## config.mk

```make
export PLATFORM = sky130hd
export DESIGN_NAME = lu_recompose
export DESIGN_NICKNAME = d
export VERILOG_FILES = /design/src/rtl/lu_recompose.sv
export SDC_FILE = /design/constraint.sdc
export NUM_CORES = 2
export LEC_CHECK = 0
export ABC_CLOCK_PERIOD_IN_PS = 12700
export CAP_MARGIN = 15
export CORE_MARGIN = 2
export CORE_UTILIZATION = 52
export CTS_CLUSTER_DIAMETER = 80
export DETAILED_ROUTE_END_ITERATION = 8
export PLACE_DENSITY = 0.75
export SLEW_MARGIN = 20
export SYNTH_ARGS = -nofsm -noshare
export SYNTH_HDL_FRONTEND = slang
export SYNTH_SLANG_ARGS = --single-unit
```

## constraint.sdc

```tcl
create_clock -name clk -period 12.7 [get_ports clk]
set_input_delay 2.54 -clock clk [delete_from_list [all_inputs] [get_ports clk]]
set_output_delay 2.54 -clock clk [all_outputs]
set_load 0.01 [all_outputs]
```

## src/rtl/lu_recompose.sv

```systemverilog
// lu_recompose: rebuilds A = L*U from a unit-lower L and an upper U with one
// multiply-accumulate per clock. L and U are loaded through a write port and the
// result A is read back through a registered read port.
// Optional build macro: LU_RECOMP_OVF_EN enables sticky signed-overflow detection.
module lu_recompose #(
  parameter int N      = 4,
  parameter int DATA_W = 32,
  parameter int ADDR_W = 4
) (
  input  logic              clk,
  input  logic              reset,
  input  logic              wr,
  input  logic              wr_sel,
  input  logic [ADDR_W-1:0] wr_addr,
  input  logic [DATA_W-1:0] wr_data,
  input  logic              start,
  input  logic [ADDR_W-1:0] rd_addr,
  output logic [DATA_W-1:0] rd_data,
  output logic              busy,
  output logic              finish,
  output logic              ovf
);

  localparam int unsigned NN    = N * N;
  localparam int unsigned MEM_D = 2 ** ADDR_W;
  localparam int          IW    = $clog2(N);
  localparam logic [IW-1:0] IMAX = IW'(N - 1);

  typedef enum logic [1:0] {StIdle, StMac, StStore, StDone} state_e;

  state_e state_q, state_d;

  // Memories are sized to the full address space so any address indexes safely.
  logic [DATA_W-1:0] l_mem [MEM_D];
  logic [DATA_W-1:0] u_mem [MEM_D];
  logic [DATA_W-1:0] a_mem [MEM_D];

  logic [IW-1:0]     i_q, j_q, k_q;
  logic [DATA_W-1:0] acc_q;
  logic [DATA_W-1:0] rd_data_q;
  logic              busy_q, finish_q;

  logic              accept_start, mac_en, store_en, last_entry;
  logic [IW-1:0]     min_ij;
  logic [ADDR_W-1:0] l_addr, u_addr, a_addr;
  logic [DATA_W-1:0] l_val, u_val, prod, sum;
  logic              wr_ok;

  assign min_ij     = (i_q < j_q) ? i_q : j_q;
  assign last_entry = (i_q == IMAX) && (j_q == IMAX);
  assign l_addr     = ADDR_W'(i_q) * ADDR_W'(N) + ADDR_W'(k_q);
  assign u_addr     = ADDR_W'(k_q) * ADDR_W'(N) + ADDR_W'(j_q);
  assign a_addr     = ADDR_W'(i_q) * ADDR_W'(N) + ADDR_W'(j_q);
  assign l_val      = l_mem[l_addr];
  assign u_val      = u_mem[u_addr];
  assign sum        = acc_q + prod;
  assign wr_ok      = wr && !busy_q && (32'(wr_addr) < NN);

`ifdef LU_RECOMP_OVF_EN
  logic [2*DATA_W-1:0] prod_full;
  logic                prod_ovf, acc_ovf, ovf_q;

  // Sign-extended operands: the low 2*DATA_W bits equal the signed product.
  assign prod_full = {{DATA_W{l_val[DATA_W-1]}}, l_val} * {{DATA_W{u_val[DATA_W-1]}}, u_val};
  assign prod      = prod_full[DATA_W-1:0];
  assign prod_ovf  = (prod_full[2*DATA_W-1:DATA_W-1] != '0) &&
                     (prod_full[2*DATA_W-1:DATA_W-1] != '1);
  assign acc_ovf   = (acc_q[DATA_W-1] == prod[DATA_W-1]) && (sum[DATA_W-1] != acc_q[DATA_W-1]);

  // Sticky overflow flag, cleared by reset or an accepted start.
  always_ff @(posedge clk) begin
    if (reset) begin
      ovf_q <= 1'b0;
    end else if (accept_start) begin
      ovf_q <= 1'b0;
    end else if (mac_en && (prod_ovf || acc_ovf)) begin
      ovf_q <= 1'b1;
    end
  end

  assign ovf = ovf_q;
`else
  // Low DATA_W bits of the product are sign-independent.
  assign prod = l_val * u_val;
  assign ovf  = 1'b0;
`endif

  // Next-state decode and per-state control strobes.
  always_comb begin
    state_d      = state_q;
    accept_start = 1'b0;
    mac_en       = 1'b0;
    store_en     = 1'b0;
    unique case (state_q)
      StIdle, StDone: begin
        if (start) begin
          state_d      = StMac;
          accept_start = 1'b1;
        end
      end
      StMac: begin
        mac_en = 1'b1;
        if (k_q == min_ij) state_d = StStore;
      end
      StStore: begin
        store_en = 1'b1;
        state_d  = last_entry ? StDone : StMac;
      end
      default: state_d = StIdle;
    endcase
  end

  // State register.
  always_ff @(posedge clk) begin
    if (reset) state_q <= StIdle;
    else       state_q <= state_d;
  end

  // Loop indices, accumulator, status flags and registered read port.
  always_ff @(posedge clk) begin
    if (reset) begin
      i_q       <= '0;
      j_q       <= '0;
      k_q       <= '0;
      acc_q     <= '0;
      busy_q    <= 1'b0;
      finish_q  <= 1'b0;
      rd_data_q <= '0;
    end else begin
      rd_data_q <= (32'(rd_addr) < NN) ? a_mem[rd_addr] : '0;
      if (accept_start) begin
        i_q      <= '0;
        j_q      <= '0;
        k_q      <= '0;
        acc_q    <= '0;
        busy_q   <= 1'b1;
        finish_q <= 1'b0;
      end
      if (mac_en) begin
        acc_q <= sum;
        if (k_q != min_ij) k_q <= k_q + 1'b1;
      end
      if (store_en) begin
        acc_q <= '0;
        k_q   <= '0;
        if (last_entry) begin
          i_q      <= '0;
          j_q      <= '0;
          busy_q   <= 1'b0;
          finish_q <= 1'b1;
        end else if (j_q != IMAX) begin
          j_q <= j_q + 1'b1;
        end else begin
          j_q <= '0;
          i_q <= i_q + 1'b1;
        end
      end
    end
  end

  // Storage writes; contents survive reset, but a reset edge blocks the result store.
  always_ff @(posedge clk) begin
    if (wr_ok && !wr_sel) l_mem[wr_addr] <= wr_data;
    if (wr_ok && wr_sel)  u_mem[wr_addr] <= wr_data;
    if (store_en && !reset) a_mem[a_addr] <= acc_q;
  end

  assign rd_data = rd_data_q;
  assign busy    = busy_q;
  assign finish  = finish_q;

endmodule

```

After elaboration in Yosys (flattened, before gate mapping)
Memory sizes are Yosys's and may differ from the RTL's. A register that Yosys moved wholly into a read port is not among the register bits.
Cells that the tools add are included.
{"block": "totals", "reg_bits": 42, "ramBits": 1536, "word_cells": 77, "memories": 3}
{"memory": "a_mem", "depth": 16, "word_bits": 32, "rd": 1, "rd_ports_with_merged_regs": 1, "wr": 1, "line_no": "36", "source": "logic [DATA_W-1:0] a_mem [MEM_D];"}
{"memory": "l_mem", "depth": 16, "word_bits": 32, "rd": 1, "rd_ports_with_merged_regs": 0, "wr": 1, "line_no": "34", "source": "logic [DATA_W-1:0] l_mem [MEM_D];"}
{"memory": "u_mem", "depth": 16, "word_bits": 32, "rd": 1, "rd_ports_with_merged_regs": 0, "wr": 1, "line_no": "35", "source": "logic [DATA_W-1:0] u_mem [MEM_D];"}
{"block": "classes", "addsub": 7, "multipliers": 1, "magnitude_cmp": 1, "eq_ne": 10, "n_mux": 34, "n_reduce_logical": 14}
{"op": "2-to-1 mux 32 bit", "n": 2}
{"op": "adder 32 bit", "n": 1}
{"op": "multiplier 32 x 32 -> 32 bit", "n": 1}
{"op": "2-to-1 mux 2 bit", "n": 15}
{"op": "2-to-1 mux 1 bit", "n": 16}
{"op": "adder 4 x 2 -> 4 bit", "n": 3}
{"op": "== test 2 bit (second input constant)", "n": 4}
{"op": "adder 2 x 1 -> 2 bit (second input constant)", "n": 3}
{"op": "inequality test 2 bit (second input constant)", "n": 3}
{"op": "case mux 2 bit (3 select lines)", "n": 1}
{"op": "logical AND 1 bit", "n": 5}
{"op": "nonzero test 2 bit", "n": 2}
{"op": "OR reduction 2 bit", "n": 2}
{"op": "zero test 1 bit", "n": 3}
{"op": "== test 2 x 1 -> 1 bit (second input constant)", "n": 1}
{"op": "== test 2 bit", "n": 1}
{"op": "zero test 2 bit", "n": 1}
{"op": "< comparator 2 bit", "n": 1}
{"op": "inequality test 2 bit", "n": 1}
{"op": "AND reduction 2 bit", "n": 1}

Depth between registers and ports, before layout
{"block": "logic_depth", "word_depth": 7, "depth_mapped": 39, "ltp_nobuf": 32}

Least setup slack after synthesis
No wires, ideal clock.
{"block": "synth_path", "kind": "register to register", "from": "reg k_q[1]", "to": "reg acc_q[31]", "t_arrival_ns": 9.066, "required_ns": 12.583, "path_slack_ns": 3.517, "path_stages_with_launch": 37, "n_path_buf": 8, "synth_period_minus_slack_ns": 9.183, "path_cell_list": "dfxtp_1 buf_2 buf_4 buf_4 buf_4 buf_2 buf_4 buf_2 mux2_2 o21ai_1 clkbuf_1 nor2_1 fa_1 fa_1 fa_1 inv_1 fa_1 inv_1 fa_1 inv_1 fa_1 inv_1 fa_1 inv_1 fa_1 inv_1 ha_1 a21o_1 a21o_1 a21oi_1 o21ai_0 a221o_1 o31ai_1 o311a_1 nor3_1 xnor2_1 a22o_1"}
{"block": "synth_between", "elab_chain_cells": 5}
{"element": "start, declared", "line_no": "38", "source": "logic [IW-1:0] i_q, j_q, k_q;"}
{"element": "start signal, assigned", "line_no": "141", "source": "if (k_q != min_ij) k_q <= k_q + 1'b1;"}
{"element": "adder 4 x 2 -> 4 bit (on tied branches)", "line_no": "51, 52"}
{"element": "memory read (16 x 32 bit) (on tied branches)"}
{"element": "multiplier 32 x 32 -> 32 bit (*)", "line_no": "84", "source": "assign prod = l_val * u_val;"}
{"element": "adder 32 bit (*)", "line_no": "56", "source": "assign sum = acc_q + prod;"}
{"element": "2-to-1 mux 32 bit (*)", "line_no": "139", "source": "if (mac_en) begin"}
{"element": "end signal, assigned", "line_no": "140", "source": "acc_q <= sum;"}
{"element": "end, declared", "line_no": "39", "source": "logic [DATA_W-1:0] acc_q;"}
Every way passes the cells marked *; elsewhere a longest branch is shown, timed or not.
A chain may end at the register's enable or synchronous reset.

Worst setup path after layout
{"block": "layout_path", "from": "reg k_q[1]", "to": "reg acc_q[27]"}
The elaborated chain is that of the path after synthesis.

==> qor.csv <==
metric,value,unit
outcome,"complete, no violations",
Antenna Cells,0,
Hold EP,state_q[0],
CTS Buf Count,160,
"antenna viol nets, final",0,
Critical Path Slowest Stage Cell,dfxtp_4,
initial detailed-routing violation count,4696,
"IR drop worst, VDD",365,uV
Fmax,95.9,MHz
crit path capture type,flip-flop,
Post-Synthesis Net Count,5089,
Reg2Reg Setup Slack,2.27,ns
"delay-heaviest family, CP",adder cells,
Overflow after GRT,0,
cts repair resizes,0,
worst reg2reg path depth,30,
"Setup Fix Bufs, Post-CTS",0,
YS warnings,0,
count of unique library cells instantiated by Yosys,65,
slew margin rel.,0.251,
clock slew at reported path FFs,0.06,ns
CP peak stage delay,0.90,ns
IO Count,80,
Final Skew,0.0655,ns
DR vias/cell,6.10,
most frequent CP cell,fa_1,
DIE AREA,152000,um^2
Slew Limit Fails,0,
pin count of the biggest net entering global routing,81,
max_cap viols,0,
CP Max Fanout,51,
Final min period,10.43,ns
top sig layer,met5,
Die Ht,390,um
utilization after layout,0.580,
DR vias,40700,
first drt pass iteration count,6,
CTS Hold Bufs,0,
setup_tns,0,ns
arrival time worst endpoint,11.08,ns
Min-Delay Path Class,reg2reg,
initial antenna violation count,5,
final hold viol count,0,
final WL,189000,um
"Req. time, crit path",13.35,ns
Area Growth Syn to Fin,10.8,%
CTS Buffer Depth,3,
setup violators final,0,
DR WL met2,94600,um
Post-synth ARST share,0,
wl on met1,70800,um
first-pass GRT wire length,280000,um
RSZ-0062 raised after global routing,false,
clock latency on the worst-skew pair,0.81,ns
CTS tree,built,
Core Area,148000,um^2
DR WL met3,18400,um
syn_area_per_cell,17.3,um^2
mapped cell area,77400,um^2
dpl hpwl,112000,um
clock sink total,1610,
Hold Path Depth,2,
crit path kind,reg2reg,
Die W,390,um
Post-synth EDFFs,1536,
CP bufs+invs,7,
post-layout net count,5246,
final period utilization,0.821,
RePlAce Congestion,0.879,
HP Start,state_q[0],
GRT Total Usage,0.254,
reg2reg end,acc_q[27],
vias in the first global route,42600,
Synth Register Bits,1610,
Starting Density,0.524,
port bufs,78,
Setup crit start,k_q[1],
drt wl/cell,28.3,um
Gate Count Post-Synth,4469,
"Top FF cell, synth",edfxtp_1,
share of layout cells above drive strength 1,0.195,
register area share after synthesis,0.615,
DRC errors left,0,
Power Density,181,nW/um^2
Worst setup SP type,flip-flop,
"most common cell after layout, fill and taps aside",edfxtp_1,
cell row count,141,
"commonest non-fill, non-tap cells in the layout","edfxtp_1, inv_1, fa_1",
Worst R2R Start,k_q[1],
leakage power total,30.3,nW
htree depth,4,
clock root buffer,clkbuf_16,
Slew @ Worst Pin,1.12,ns
==> area by class of cell <==
type,count,area (um^2)
Sequential cell,1610,47600
Multi-Input combinational cell,2108,26900
Timing Repair Buffer,204,1650
Clock inverter,84,893
Fill cell,10700,61900
Clock buffer,202,4210
Inverter,542,2030
Tap cell,1930,2410
==> flip-flops by register name, summed over array words and instances, names as in the netlist <==
signal and count:
a_mem 512, j_q 2, rd_data 32, busy 1, finish 1, acc_q 32
i_q 2, state_q 2, k_q 2, l_mem 512, u_mem 512
==> stage by stage <==
step,worst slack (ns),hold slack (ns),cells,power [mW],area [um^2]
floorplan,3.52,0.470,4469,9.77,77400
global placement,2.51,0.479,6393,10.9,80700
detailed placement,2.51,0.491,6393,11.0,80700
CTS,2.47,0.499,6679,15.6,85800
global route,1.94,0.548,6680,16.4,85700
finish,2.27,0.501,6680,15.6,85700
==> report_power, final <==
group	total, mW	switching, mW	leakage (nW)	internal [mW]
combinational	4.96	2.87	13.3	2.10
clock	4.55	2.01	2.46	2.54
sequential	6.04	0.109	14.6	5.93
==> logic make-up (layout without fill, tap and decap cells) <==
| family | after synthesis | after routing | share of synthesized area |
|---|---|---|---|
| multiplexers | 485 | 485 | 0.134 |
| buffers and inverters | 751 | 1032 | 0.0415 |
| AND/OR/NAND/NOR | 781 | 781 | 0.0448 |
| AO/OA/AOI/OAI | 185 | 185 | 0.0179 |
| other | 1 | 1 | 0.0000485 |
| adder cells (fa/ha/maj) | 575 | 575 | 0.136 |
| XOR/XNOR | 81 | 81 | 0.0104 |
| flip-flops | 1610 | 1610 | 0.615 |
==> tightest hold or removal path, stage by stage (launching register included) <==
cell	delay, ns
dfxtp_1	0.34
nand2_1	0.06
a21oi_1	0.05
==> how the worst max path moves through the flow <==
stage	to	depth (start not counted)
after CTS	acc_q[27]	30
final	acc_q[27]	30
after detailed placement	acc_q[27]	30
after global placement	acc_q[27]	30
after floorplan	acc_q[31]	36
after global routing	acc_q[27]	30
==> per-layer routing <==
metal  GRT usage  vias up
met4      0.0764        4
li1            -    16600
met3      0.0545      365
met2       0.423     2317
met1       0.339    21400
met5           0        -
==> cell usage after synthesis (8+ instances only) <==
master | number | share of area
a21o_1 | 11 | 0.0011
a21oi_1 | 37 | 0.0024
a221oi_1 | 12 | 0.0014
a22o_1 | 19 | 0.0022
a22oi_1 | 31 | 0.0030
and2_1 | 23 | 0.0019
and3_1 | 18 | 0.0015
buf_1 | 18 | 0.00087
buf_12 | 8 | 0.0021
buf_2 | 31 | 0.0020
buf_4 | 18 | 0.0017
buf_6 | 18 | 0.0026
clkbuf_1 | 114 | 0.0055
dfxtp_1 | 74 | 0.019
edfxtp_1 | 1536 | 0.60
fa_1 | 438 | 0.11
ha_1 | 137 | 0.022
inv_1 | 541 | 0.026
mux2_2 | 20 | 0.0029
mux2i_1 | 28 | 0.0036
mux4_1 | 14 | 0.0048
mux4_2 | 423 | 0.12
nand2_1 | 220 | 0.011
nand2b_1 | 38 | 0.0031
nor2_1 | 337 | 0.016
nor2b_1 | 64 | 0.0052
nor3_1 | 30 | 0.0019
o21a_1 | 11 | 0.0011
o21ai_0 | 20 | 0.0013
or2_2 | 32 | 0.0026
xnor2_1 | 54 | 0.0061
xor2_1 | 19 | 0.0022
Note: power is estimated with default switching activity, not from simulation.
